File: src/rtl/interp_scheduler_pkg.sv
`default_nettype none
// ============================================================================
//  Module      : interp_scheduler_pkg
//  Description : Shared types and default widths for the centroid->point
//                interpolator scheduler.
//  Contents    : sched_state_t  - scheduler FSM states
//                centroid_t     - {x,y,z} centroid at default widths
//                c_* defaults   - widths, FIFO depth, walk timeout
//  Revision    : 1.0 - initial release
// ============================================================================
package interp_scheduler_pkg;

  localparam int c_X_WIDTH     = 9;
  localparam int c_Y_WIDTH     = 8;
  localparam int c_Z_WIDTH     = 9;
  localparam int c_FIFO_DEPTH  = 4;
  localparam int c_TIMEOUT_CYC = 1023;

  typedef enum logic [1:0] {
    IDLE  = 2'd0,
    PRIME = 2'd1,
    ARM   = 2'd2,
    RUN   = 2'd3
  } sched_state_t;

  typedef struct packed {
    logic [c_X_WIDTH-1:0] x;
    logic [c_Y_WIDTH-1:0] y;
    logic [c_Z_WIDTH-1:0] z;
  } centroid_t;

endpackage
`default_nettype wire

File: src/rtl/interp_scheduler_if.sv
`default_nettype none
// ============================================================================
//  Module      : interp_scheduler_if
//  Description : Bundle of the scheduler's centroid input, interpolator
//                control and status signals.
//  Ports       : in_x/in_y/in_z/in_valid/in_ready - centroid push handshake
//                cen_x/cen_y/cen_z/cen_ready      - load to interpolator
//                interp_rst/interp_done           - interpolator control
//                point_valid/busy/fifo_count/timeout_err - status
//  Modports    : master - environment (centroid source + interpolator)
//                slave  - the scheduler
//  Revision    : 1.0 - initial release
// ============================================================================
interface interp_scheduler_if #(
  parameter int X_WIDTH    = 9,
  parameter int Y_WIDTH    = 8,
  parameter int Z_WIDTH    = 9,
  parameter int FIFO_DEPTH = 4
);
  logic [X_WIDTH-1:0]            in_x;
  logic [Y_WIDTH-1:0]            in_y;
  logic [Z_WIDTH-1:0]            in_z;
  logic                          in_valid;
  logic                          in_ready;
  logic [X_WIDTH-1:0]            cen_x;
  logic [Y_WIDTH-1:0]            cen_y;
  logic [Z_WIDTH-1:0]            cen_z;
  logic                          cen_ready;
  logic                          interp_rst;
  logic                          interp_done;
  logic                          point_valid;
  logic                          busy;
  logic [$clog2(FIFO_DEPTH):0]   fifo_count;
  logic                          timeout_err;

  modport master (
    output in_x, in_y, in_z, in_valid, interp_done,
    input  in_ready, cen_x, cen_y, cen_z, cen_ready, interp_rst,
           point_valid, busy, fifo_count, timeout_err
  );

  modport slave (
    input  in_x, in_y, in_z, in_valid, interp_done,
    output in_ready, cen_x, cen_y, cen_z, cen_ready, interp_rst,
           point_valid, busy, fifo_count, timeout_err
  );
endinterface
`default_nettype wire

File: src/rtl/interp_scheduler_centroid_fifo.sv
`default_nettype none
// ============================================================================
//  Module      : interp_scheduler_centroid_fifo
//  Description : Small synchronous FIFO of centroids. Pointers carry one
//                extra wrap bit so full and empty are distinguishable.
//  Ports       : clk_in, rst_n_in (sync, active-low: flushes pointers)
//                i_push/i_data/o_full - write side (push ignored when full)
//                i_pop/o_head         - read side (head visible while !empty)
//                o_count              - entries held
//  Revision    : 1.0 - initial release
// ============================================================================
module interp_scheduler_centroid_fifo
  import interp_scheduler_pkg::*;
#(
  parameter int  DEPTH   = 4,
  parameter type ENTRY_T = centroid_t
) (
  input  logic                   clk_in,
  input  logic                   rst_n_in,
  input  logic                   i_push,
  input  ENTRY_T                 i_data,
  output logic                   o_full,
  input  logic                   i_pop,
  output ENTRY_T                 o_head,
  output logic [$clog2(DEPTH):0] o_count
);
  localparam int AW = $clog2(DEPTH);

  ENTRY_T        r_mem [DEPTH];
  logic [AW:0]   r_wptr;
  logic [AW:0]   r_rptr;
  logic          w_do_push;
  logic          w_do_pop;

  assign o_count   = r_wptr - r_rptr;
  // Same slot index with differing wrap bits means the writer lapped the reader.
  assign o_full    = (r_wptr[AW] != r_rptr[AW]) && (r_wptr[AW-1:0] == r_rptr[AW-1:0]);
  assign o_head    = r_mem[r_rptr[AW-1:0]];
  assign w_do_push = i_push && !o_full;
  assign w_do_pop  = i_pop && (o_count != '0);

  always_ff @(posedge clk_in) begin
    if (!rst_n_in) begin
      r_wptr <= '0;
      r_rptr <= '0;
    end else begin
      if (w_do_push) r_wptr <= r_wptr + 1'b1;
      if (w_do_pop)  r_rptr <= r_rptr + 1'b1;
    end
  end

  // Storage needs no reset; emptiness is defined by the pointers alone.
  always_ff @(posedge clk_in) begin
    if (w_do_push) r_mem[r_wptr[AW-1:0]] <= i_data;
  end
endmodule
`default_nettype wire

File: src/rtl/interp_scheduler.sv
`default_nettype none
// ============================================================================
//  Module      : interp_scheduler
//  Description : Sequences the centroid->point interpolator. Buffers
//                centroids, loads one at a time (held stable for the whole
//                walk), qualifies stepped points, aborts hung walks.
//  Ports       : clk_in   - system clock
//                rst_n_in - synchronous reset, active-low
//                bus      - interp_scheduler_if.slave (centroid input,
//                           interpolator load/reset/done, status outputs)
//  Revision    : 1.0 - initial release
// ============================================================================
module interp_scheduler
  import interp_scheduler_pkg::*;
#(
  parameter int X_WIDTH     = c_X_WIDTH,
  parameter int Y_WIDTH     = c_Y_WIDTH,
  parameter int Z_WIDTH     = c_Z_WIDTH,
  parameter int FIFO_DEPTH  = c_FIFO_DEPTH,
  parameter int TIMEOUT_CYC = c_TIMEOUT_CYC
) (
  input  logic              clk_in,
  input  logic              rst_n_in,
  interp_scheduler_if.slave bus
);
  typedef struct packed {
    logic [X_WIDTH-1:0] x;
    logic [Y_WIDTH-1:0] y;
    logic [Z_WIDTH-1:0] z;
  } cen_t;

  localparam int             TW      = $clog2(TIMEOUT_CYC + 1);
  localparam int             CW      = $clog2(FIFO_DEPTH) + 1;
  localparam logic [TW-1:0]  c_TLAST = TW'(TIMEOUT_CYC - 1);

  sched_state_t  r_state, w_state_nxt;
  logic          r_primed, w_primed_nxt;
  cen_t          r_cen, w_cen_nxt;
  logic          r_cen_ready, w_cen_ready_nxt;
  logic          r_interp_rst, w_interp_rst_nxt;
  logic          r_timeout_err, w_timeout_err_nxt;
  logic [TW-1:0] r_tcnt, w_tcnt_nxt;

  cen_t          w_in;
  cen_t          w_head;
  logic          w_full;
  logic          w_pop;
  logic [CW-1:0] w_count;

  assign w_in = {bus.in_x, bus.in_y, bus.in_z};

  interp_scheduler_centroid_fifo #(
    .DEPTH   (FIFO_DEPTH),
    .ENTRY_T (cen_t)
  ) u_fifo (
    .clk_in   (clk_in),
    .rst_n_in (rst_n_in),
    .i_push   (bus.in_valid),
    .i_data   (w_in),
    .o_full   (w_full),
    .i_pop    (w_pop),
    .o_head   (w_head),
    .o_count  (w_count)
  );

  always_comb begin
    w_state_nxt       = r_state;
    w_primed_nxt      = r_primed;
    w_cen_nxt         = r_cen;
    w_cen_ready_nxt   = 1'b0;
    w_interp_rst_nxt  = 1'b0;
    w_timeout_err_nxt = r_timeout_err;
    w_tcnt_nxt        = r_tcnt;
    w_pop             = 1'b0;
    case (r_state)
      IDLE: begin
        // Loading is held off while the interpolator is still in reset.
        if (w_count != '0 && !r_interp_rst) begin
          w_pop           = 1'b1;
          w_cen_nxt       = w_head;
          w_cen_ready_nxt = 1'b1;
          w_state_nxt     = r_primed ? ARM : PRIME;
        end
      end
      PRIME: begin
        // First load after reset only sets the interpolator's start point.
        w_primed_nxt = 1'b1;
        w_state_nxt  = IDLE;
      end
      ARM: begin
        // interp_done is still stale from the previous walk this cycle.
        w_tcnt_nxt  = '0;
        w_state_nxt = RUN;
      end
      RUN: begin
        if (bus.interp_done) begin
          w_state_nxt = IDLE;
        end else if (r_tcnt == c_TLAST) begin
          w_timeout_err_nxt = 1'b1;
          w_interp_rst_nxt  = 1'b1;
          w_primed_nxt      = 1'b0;
          w_state_nxt       = IDLE;
        end else begin
          w_tcnt_nxt = r_tcnt + 1'b1;
        end
      end
      default: w_state_nxt = IDLE;
    endcase
  end

  always_ff @(posedge clk_in) begin
    if (!rst_n_in) begin
      r_state       <= IDLE;
      r_primed      <= 1'b0;
      r_cen         <= '0;
      r_cen_ready   <= 1'b0;
      r_interp_rst  <= 1'b1;
      r_timeout_err <= 1'b0;
      r_tcnt        <= '0;
    end else begin
      r_state       <= w_state_nxt;
      r_primed      <= w_primed_nxt;
      r_cen         <= w_cen_nxt;
      r_cen_ready   <= w_cen_ready_nxt;
      r_interp_rst  <= w_interp_rst_nxt;
      r_timeout_err <= w_timeout_err_nxt;
      r_tcnt        <= w_tcnt_nxt;
    end
  end

  assign bus.in_ready    = !w_full;
  assign bus.cen_x       = r_cen.x;
  assign bus.cen_y       = r_cen.y;
  assign bus.cen_z       = r_cen.z;
  assign bus.cen_ready   = r_cen_ready;
  assign bus.interp_rst  = r_interp_rst;
  assign bus.point_valid = (r_state == RUN) && !bus.interp_done;
  assign bus.busy        = (r_state != IDLE);
  assign bus.fifo_count  = w_count;
  assign bus.timeout_err = r_timeout_err;
endmodule
`default_nettype wire

File: src/flat_wrapper.sv
// flat-port wrapper written by rule: the top's interface ports become plain ports
module interp_scheduler_flat import interp_scheduler_pkg::*;
#(
  parameter int X_WIDTH     = c_X_WIDTH,
  parameter int Y_WIDTH     = c_Y_WIDTH,
  parameter int Z_WIDTH     = c_Z_WIDTH,
  parameter int FIFO_DEPTH  = c_FIFO_DEPTH,
  parameter int TIMEOUT_CYC = c_TIMEOUT_CYC
)
  (clk_in, rst_n_in, bus_in_x, bus_in_y, bus_in_z, bus_in_valid, bus_interp_done, bus_in_ready, bus_cen_x, bus_cen_y, bus_cen_z, bus_cen_ready, bus_interp_rst, bus_point_valid, bus_busy, bus_fifo_count, bus_timeout_err);
  interp_scheduler_if #(.X_WIDTH(X_WIDTH), .Y_WIDTH(Y_WIDTH), .Z_WIDTH(Z_WIDTH), .FIFO_DEPTH(FIFO_DEPTH)) bus_i ();
  input  logic clk_in;
  input  logic rst_n_in;
  input wire logic [$bits(bus_i.in_x)-1:0] bus_in_x;
  input wire logic [$bits(bus_i.in_y)-1:0] bus_in_y;
  input wire logic [$bits(bus_i.in_z)-1:0] bus_in_z;
  input wire logic [$bits(bus_i.in_valid)-1:0] bus_in_valid;
  input wire logic [$bits(bus_i.interp_done)-1:0] bus_interp_done;
  output wire logic [$bits(bus_i.in_ready)-1:0] bus_in_ready;
  output wire logic [$bits(bus_i.cen_x)-1:0] bus_cen_x;
  output wire logic [$bits(bus_i.cen_y)-1:0] bus_cen_y;
  output wire logic [$bits(bus_i.cen_z)-1:0] bus_cen_z;
  output wire logic [$bits(bus_i.cen_ready)-1:0] bus_cen_ready;
  output wire logic [$bits(bus_i.interp_rst)-1:0] bus_interp_rst;
  output wire logic [$bits(bus_i.point_valid)-1:0] bus_point_valid;
  output wire logic [$bits(bus_i.busy)-1:0] bus_busy;
  output wire logic [$bits(bus_i.fifo_count)-1:0] bus_fifo_count;
  output wire logic [$bits(bus_i.timeout_err)-1:0] bus_timeout_err;
  assign bus_i.in_x = bus_in_x;
  assign bus_i.in_y = bus_in_y;
  assign bus_i.in_z = bus_in_z;
  assign bus_i.in_valid = bus_in_valid;
  assign bus_i.interp_done = bus_interp_done;
  assign bus_in_ready = bus_i.in_ready;
  assign bus_cen_x = bus_i.cen_x;
  assign bus_cen_y = bus_i.cen_y;
  assign bus_cen_z = bus_i.cen_z;
  assign bus_cen_ready = bus_i.cen_ready;
  assign bus_interp_rst = bus_i.interp_rst;
  assign bus_point_valid = bus_i.point_valid;
  assign bus_busy = bus_i.busy;
  assign bus_fifo_count = bus_i.fifo_count;
  assign bus_timeout_err = bus_i.timeout_err;
  interp_scheduler #(.X_WIDTH(X_WIDTH), .Y_WIDTH(Y_WIDTH), .Z_WIDTH(Z_WIDTH), .FIFO_DEPTH(FIFO_DEPTH), .TIMEOUT_CYC(TIMEOUT_CYC)) u_core (.clk_in(clk_in), .rst_n_in(rst_n_in), .bus(bus_i));
endmodule
File: config.mk
export PLATFORM = sky130hd
export DESIGN_NAME = interp_scheduler_flat
export DESIGN_NICKNAME = d
export VERILOG_FILES = /design/src/rtl/interp_scheduler_pkg.sv /design/src/rtl/interp_scheduler_if.sv /design/src/rtl/interp_scheduler_centroid_fifo.sv /design/src/rtl/interp_scheduler.sv /design/src/flat_wrapper.sv
export SDC_FILE = /design/constraint.sdc
export NUM_CORES = 1
export LEC_CHECK = 0
export CAP_MARGIN = 30
export CORE_ASPECT_RATIO = 2
export CORE_MARGIN = 3
export CORE_UTILIZATION = 45
export CTS_BUF_LIST = sky130_fd_sc_hd__clkbuf_2 sky130_fd_sc_hd__clkbuf_4 sky130_fd_sc_hd__clkbuf_8
export CTS_CLUSTER_SIZE = 28
export DETAILED_ROUTE_END_ITERATION = 8
export PLACE_DENSITY = 0.66
export SYNTH_ARGS = -nofsm -noshare
export SYNTH_HDL_FRONTEND = slang
export SYNTH_SLANG_ARGS = --single-unit
File: constraint.sdc
create_clock -name clk_in -period 3.1 [get_ports clk_in]
set_input_delay 0.62 -clock clk_in [delete_from_list [all_inputs] [get_ports clk_in]]
set_output_delay 0.62 -clock clk_in [all_outputs]
set_load 0.1 [all_outputs]
==> results of run 1 <==
==> registers in the layout (all words and copies together) (netlist names) <==
name and count:
u_core.bus.interp_rst 1, u_core.u_fifo.r_mem 104, u_core.r_primed 1, u_core.r_tcnt 10
u_core.bus.cen_ready 1, u_core.bus.timeout_err 1, u_core.bus.cen_x 9, u_core.r_state 2
u_core.bus.cen_z 9, u_core.bus.cen_y 8, u_core.u_fifo.r_rptr 3, u_core.u_fifo.r_wptr 3
==> path summary, 6_finish.rpt <==
check / start / to / depth (start not counted)
hold reg to reg: u_core.bus.cen_x[7]$_SDFFE_PN0P_ / u_core.bus.cen_x[7]$_SDFFE_PN0P_ / 2
setup / recovery: u_core.u_fifo.r_wptr[0]$_SDFFE_PN0P_ / bus_fifo_count[2] / 5
setup reg to reg: u_core.u_fifo.r_wptr[0]$_SDFFE_PN0P_ / u_core.bus.cen_y[6]$_SDFFE_PN0P_ / 8
hold / removal: u_core.bus.cen_x[7]$_SDFFE_PN0P_ / u_core.bus.cen_x[7]$_SDFFE_PN0P_ / 2
==> placed cells by master, fill, tap and decap left out, types with 2 or more instances in the layout <==
cell type,synthesis,layout
edfxtp_1,104,104
dfxtp_1,48,47
inv_6,0,4
inv_2,2,2
nor3_1,2,2
buf_4,0,44
a21oi_1,7,7
o21ai_0,34,34
or4_1,2,2
o311ai_0,2,2
nand4_1,2,2
inv_1,7,7
nand3_1,33,33
buf_12,0,5
clkbuf_8,0,17
mux4_2,26,26
clkinv_1,1,2
o21a_1,2,2
nand2b_1,2,2
inv_8,0,2
ha_1,9,9
nor2_1,9,9
mux2i_1,3,3
o31ai_1,6,6
or3_1,5,5
clkinv_4,1,8
xnor2_1,2,2
nand2_1,39,39
and3_1,7,6
clkdlybuf4s50_1,0,28
==> critical path, stage by stage, from the launching register on <==
cell and delay (ns):
dfxtp_1 0.36, inv_1 0.10, ha_1 0.22, fa_1 0.37
xor3_1 0.38, buf_12 0.22
==> power breakdown <==
part           internal [W]  switching [W]
clock              0.000586       0.000791
combinational      0.000629        0.00162
sequential          0.00239       0.000114
==> per-stage QoR <==
stage	power [W]	worst slack, ns	area [sq um]	util (%)	hold slack (ns)
2_1_floorplan	0.00425	0.0282	5880	-	0.452
4_1_cts	0.00621	0.367	7090	55.8	0.480
3_3_place_gp	0.00479	0.782	6710	52.9	0.450
6_report	0.00612	0.399	7090	55.8	0.475
5_1_grt	0.00642	0.307	7090	55.8	0.498
3_5_place_dp	0.00482	0.713	6710	52.9	0.460
==> area by class of cell <==
| cell class | instances | area (sq um) | share of cell area [%] |
|---|---|---|---|
| Multi-Input combinational cell | 205 | 1680 | 23.7 |
| Timing Repair Buffer | 78 | 716 | 10.1 |
| Sequential cell | 152 | 4090 | 57.6 |
| Clock inverter | 15 | 139 | 1.96 |
| Antenna cell | 1 | 2.50 | 0.0353 |
| Clock buffer | 17 | 234 | 3.30 |
| Tap cell | 150 | 188 | 2.65 |
| Inverter | 11 | 46.3 | 0.653 |
==> routing by layer <==
metal / track usage (%) / part of all wire [%]
met5: 0 / 0
met4: 6.92 / 2.1
met3: 4.68 / 4.0
met2: 30.4 / 57
met1: 17.9 / 37
==> cell families (layout without fill, tap and decap cells) <==
| group | after synthesis | count (layout) |
|---|---|---|
| DFF | 152 | 152 |
| and+or+nand+nor | 105 | 105 |
| AOI/OAI and AO/OA | 57 | 57 |
| buffers and inverters | 30 | 121 |
| muxes | 29 | 29 |
| adders and majority gates | 10 | 10 |
| xor gates and xnor gates | 4 | 4 |
| other | 0 | 1 |
==> results.sh, run 1 <==
export IMPL_status="finished clean"
export IMPL_skew_ns=0.0124
export IMPL_grt_pass1_wl_mm=18.3
export IMPL_cts_sinks=152
export IMPL_ys_top_cells_by_area="edfxtp_1 53%, dfxtp_1 16%, mux4_2 10%, o21ai_0 2.9%, nand3_1 2.8%"
export IMPL_syn_inst=387
export IMPL_start_util_pct=46.3
export IMPL_place_congestion=0.762
export IMPL_regToRegSetupSlack_ns=0.70
export IMPL_placed_cells=596
export IMPL_tightest_slew_ns=0.614
export IMPL_holdCritPathClass="flip-flop to flip-flop"
export IMPL_cts_tree="done"
export IMPL_fillers=1019
export IMPL_die_w_um=86.8
export IMPL_numCtsBuffers=17
export IMPL_via_count=3418
export IMPL_fin_cells=629
export IMPL_setup_viol=0
export IMPL_die_h_um=168
export IMPL_antenna_found_initial=1
export IMPL_syn_avg_cell_area_sq_um=15.2
export IMPL_synthAdderAreaFrac_pct=2.26
export IMPL_synthesis_nets=427
export IMPL_ant_nets=0
export IMPL_async_reset_ff_share_pct=0
export IMPL_ctsHoldBuffers=0
export IMPL_first_global_vias=3617
export IMPL_dr_pass1_iters=4
export IMPL_die_area_sq_mm=0.0145
export IMPL_yosys_warnings=0
export IMPL_io_pins=65
export IMPL_synth_compound_area_share_pct=5.94
export IMPL_synth_main_ff_cell="edfxtp_1"
export IMPL_fin_crit_sh_pct=87.1
export IMPL_max_freq_mhz=370
export IMPL_crit_path_start_kind="flip-flop"
export IMPL_crit_arrival_ns=2.08
export IMPL_p_per_area_mw_per_mm2=864
export IMPL_grt_usage_pct=16.8
export IMPL_ys_ff_latch=152
export IMPL_grt_max_degree=34
export IMPL_cts_max_path_buffers=2
export IMPL_finalHoldViolCount=0
export IMPL_path_class="flip-flop to output port"
export IMPL_vdd_drop_max_uv=609
export IMPL_synth_top_cell_area_share_pct=53.2
export IMPL_crit_required_ns=2.48
export IMPL_end_kind="output port"
export IMPL_coreArea_sq_mm=0.0127
export IMPL_ys_seq_area_share_pct=69.5
export IMPL_wl_mm=11.2
export IMPL_area_delta_synth_final_pct=20.7
export IMPL_synth_top_area_cell="edfxtp_1"
export IMPL_min_period_ns=2.70
export IMPL_synthMuxAreaShare_pct=10.5
export IMPL_yosysMostFrequentCell="edfxtp_1"
export IMPL_critPathMaxFanout=4
export IMPL_rows=58
export IMPL_p_leak_nw=2.47
export IMPL_synthTopCellsByCount="104 x edfxtp_1, 48 x dfxtp_1, 39 x nand2_1, 34 x o21ai_0, 33 x nand3_1"
export IMPL_max_cap_violations=0
export IMPL_clk_latency_ns=0.44
export IMPL_grt_remaining_overflow=0
export IMPL_drv_slew=0
export IMPL_port_buffers=64
export IMPL_post_dp_hpwl_mm=7.51
export IMPL_cts_repair_resized=0
export IMPL_rsz0062_at_grt="no"
export IMPL_viasPerCell=5.43
export IMPL_synth_xor_area_share_pct=0.852
export IMPL_ys_types=39
export IMPL_clk_pin_slew_worst_paths_ns=0.08
export IMPL_synth_edf_count=104
export IMPL_cts_root_buf="clkbuf_8"
export IMPL_cts_htree_levels=4
export IMPL_drive_gt1_share_pct=25.1
export IMPL_synth_simple_area_share_pct=8.82
export IMPL_routedWlPerCell_um=17.9
export IMPL_drc_errors=0
export IMPL_drt_initial_drc_count=174
export IMPL_tns_ns=0
export IMPL_synth_top_family_by_area="multiplexers"
export IMPL_post_cts_setup_buffer_count=0
export IMPL_final_nets=505
export IMPL_synth_area_sq_mm=0.00587
export IMPL_relSlewSlack_pct=58.8
Power figures use the tool's default switching activity.
==> run 2, diff against run 1 <==
GPL_TIMING_DRIVEN = 0   (was not set)
==> run 2 against run 1 <==
Combinational power hardly changed. Worst hold slack worse by 0.0073 ns. Largest cell class unchanged. Non-clock buffer count rose by 4. Critical path type is now input pin to output port. Clock power increased by 22%. Sequential cell count is the same. Routed wire length rose by 2.2%. Clock-buffer cell count unchanged. Critical path depth fell by 1. Largest power group unchanged. Core utilization grew 0.54 points. Register-to-register slack lost 0.09 ns.
==> results.sh, run 2 (synthesized netlist as in run 1, its figures left out) <==
export IMPL_status="finished clean"
export IMPL_p_per_area_mw_per_mm2=900
export IMPL_clk_latency_ns=0.42
export IMPL_grt_max_degree=28
export IMPL_cts_tree="done"
export IMPL_cts_max_path_buffers=2
export IMPL_fillers=1033
export IMPL_regToRegSetupSlack_ns=0.61
export IMPL_finalHoldViolCount=0
export IMPL_skew_ns=0.0102
export IMPL_wl_mm=11.5
export IMPL_vdd_drop_max_uv=771
export IMPL_drive_gt1_share_pct=17.0
export IMPL_tightest_slew_ns=0.981
export IMPL_p_switching_w=0.00246
export IMPL_grt_remaining_overflow=0
export IMPL_largest_register_ff_count=104
export IMPL_most_common_layout_cells="104 x edfxtp_1, 58 x clkdlybuf4s50_1, 48 x dfxtp_1, 39 x nand2_1, 34 x o21ai_0"
export IMPL_crit_arrival_ns=2.40
export IMPL_timing_rr_end="u_core.u_fifo.r_mem[3][18]$_DFFE_PP_"
export IMPL_critPathMaxFanout=7
export IMPL_holdWs_ns=0.468
export IMPL_io_pins=65
export IMPL_die_w_um=86.8
export IMPL_r2r_cells=7
export IMPL_port_buffers=63
export IMPL_clk_pin_slew_worst_paths_ns=0.08
export IMPL_routedWlPerCell_um=18.2
export IMPL_crit_required_ns=2.48
export IMPL_rows=58
export IMPL_path_class="input pin to output port"
export IMPL_p_leak_nw=2.40
export IMPL_start_util_pct=46.3
export IMPL_final_common_cell="edfxtp_1"
export IMPL_via_count=3394
export IMPL_grt_usage_pct=16.9
export IMPL_min_period_ns=3.02
export IMPL_cts_sinks=152
export IMPL_setup_viol=0
export IMPL_p_seq_share_pct=38.8
export IMPL_antenna_found_initial=0
export IMPL_max_cap_violations=0
export IMPL_drv_slew=0
export IMPL_drt_initial_drc_count=123
export IMPL_cts_root_buf="clkbuf_8"
export IMPL_end_kind="output port"
export IMPL_holdCritPathClass="flip-flop to flip-flop"
export IMPL_utilization_pct=56.4
export IMPL_dr_pass1_iters=4
export IMPL_max_freq_mhz=331
export IMPL_viasPerCell=5.38
export IMPL_min_to="u_core.bus.timeout_err$_SDFFE_PN0P_"
export IMPL_slowest_stage="dlygate4sd2_1"
export IMPL_power_frac_clock_pct=26.2
export IMPL_fin_crit_sh_pct=97.5
export IMPL_crit_path_start_kind="input pin"
export IMPL_final_nets=509
export IMPL_path_cells="clkdlybuf4s50_1, or3_4, clkinv_4, dlygate4sd2_1"
export IMPL_numCtsBuffers=17
export IMPL_slowest_delay_ns=0.85
export IMPL_p_comb_share_pct=35.0
export IMPL_cts_htree_levels=4
export IMPL_switching_share_pct=38.3
export IMPL_intPower_w=0.00397
export IMPL_grt_pass1_wl_mm=18.6
export IMPL_hold_depth=1
export IMPL_insertedDiodeCount=0
export IMPL_ant_nets=0
export IMPL_post_dp_hpwl_mm=7.82
export IMPL_place_congestion=0.758
export IMPL_r2r_start="u_core.u_fifo.r_rptr[1]$_SDFFE_PN0P_"
export IMPL_area_delta_synth_final_pct=21.8
export IMPL_relSlewSlack_pct=34.4
export IMPL_rsz0062_at_grt="no"
export IMPL_first_global_vias=3588
export IMPL_die_area_sq_mm=0.0145
export IMPL_coreArea_sq_mm=0.0127
export IMPL_drc_errors=0
export IMPL_min_from="u_core.bus.timeout_err$_SDFFE_PN0P_"
export IMPL_die_h_um=168
run 2: changes by cell type in the layout (fill, tap and decap cells not counted), moves of 3 or more:
cell,change
clkbuf_1,+9
bufinv_16,+5
clkdlybuf4s50_1,+30
buf_4,-43
and3_2,+3
and3_1,-3
clkinv_4,-3
buf_2,+6
buf_12,-5
run 2: cell type report:
cell class	instances	area, sq um	area share, %
clock buffers	17	234	3.27
repair buffers	63	626	8.74
well taps	150	188	2.62
flip-flops and latches	152	4080	57.1
inverters	11	46.3	0.647
clock inverters	14	223	3.11
plain buffers	19	86.3	1.21
multi-input cells	205	1670	23.3
run 2: per-layer routing:
metal | global-route usage [%] | part of all wire (%)
met5 | 0 | 0
met4 | 5.22 | 1.3
met3 | 3.59 | 2.8
met2 | 31.5 | 58
met1 | 18.6 | 38
run 2: worst max-delay path by stage:
stage | end | depth (start not counted) | slack (ns) | from
final | bus_point_valid | 4 | 0.08 | bus_interp_done
after CTS | bus_in_ready | 7 | 0.07 | u_core.u_fifo.r_rptr[1]$_SDFFE_PN0P_
after global routing | bus_fifo_count[2] | 5 | 0.03 | u_core.u_fifo.r_wptr[0]$_SDFFE_PN0P_
after global placement | bus_in_ready | 7 | -0.71 | u_core.u_fifo.r_rptr[1]$_SDFFE_PN0P_
after detailed placement | bus_in_ready | 7 | -0.73 | u_core.u_fifo.r_rptr[1]$_SDFFE_PN0P_
after floorplan | u_core.u_fifo.r_mem[2][0]$_DFFE_PP_ | 7 | 0.03 | u_core.u_fifo.r_rptr[1]$_SDFFE_PN0P_
run 2: power groups by stage:
stage | Clock (W) | Combinational (W) | Sequential (W)
2_1_floorplan | 0 | 0.000896 | 0.00336
3_3_place_gp | 0 | 0.00227 | 0.00254
3_5_place_dp | 0 | 0.00229 | 0.00255
4_1_cts | 0.00173 | 0.00228 | 0.00250
5_1_grt | 0.00183 | 0.00238 | 0.00252
6_report | 0.00168 | 0.00226 | 0.00250
run 2: repair_timing:
| item | CTS | global route |
|---|---|---|
| pin swaps | 0 | 0 |
| hold buffers | 0 | 0 |
| buffers inserted | 0 | 0 |
| endpoints found under the setup margin | 110 | 1 |
| resized for setup | 16 | 2 |
| hold endpoints to repair | 0 | 0 |
run 2: stage by stage:
stage                     cell area [sq um]  cells  total power [W]  TNS, ns  setup WS, ns
final                                  7160    631          0.00644        0        0.0786
after global routing                   7160    631          0.00673        0        0.0319
after CTS                              7150    631          0.00651        0        0.0701
after detailed placement               6700    600          0.00483    -7.24        -0.726
after global placement                 6690    600          0.00481   -44.18        -0.706
after floorplan                        5880    387          0.00425        0        0.0282
run 2: critical path: cells and delay by family:
family | cells | cell delay, ns
buffers and inverters | 3 | 1.40
AND/OR/NAND/NOR | 1 | 0.38
==> run 3, diff against run 2 <==
ABC_CLOCK_PERIOD_IN_PS = 3100   (was not set)
==> results of run 3 <==
The final DEF is identical to that of run 2; final timing and power are the same.
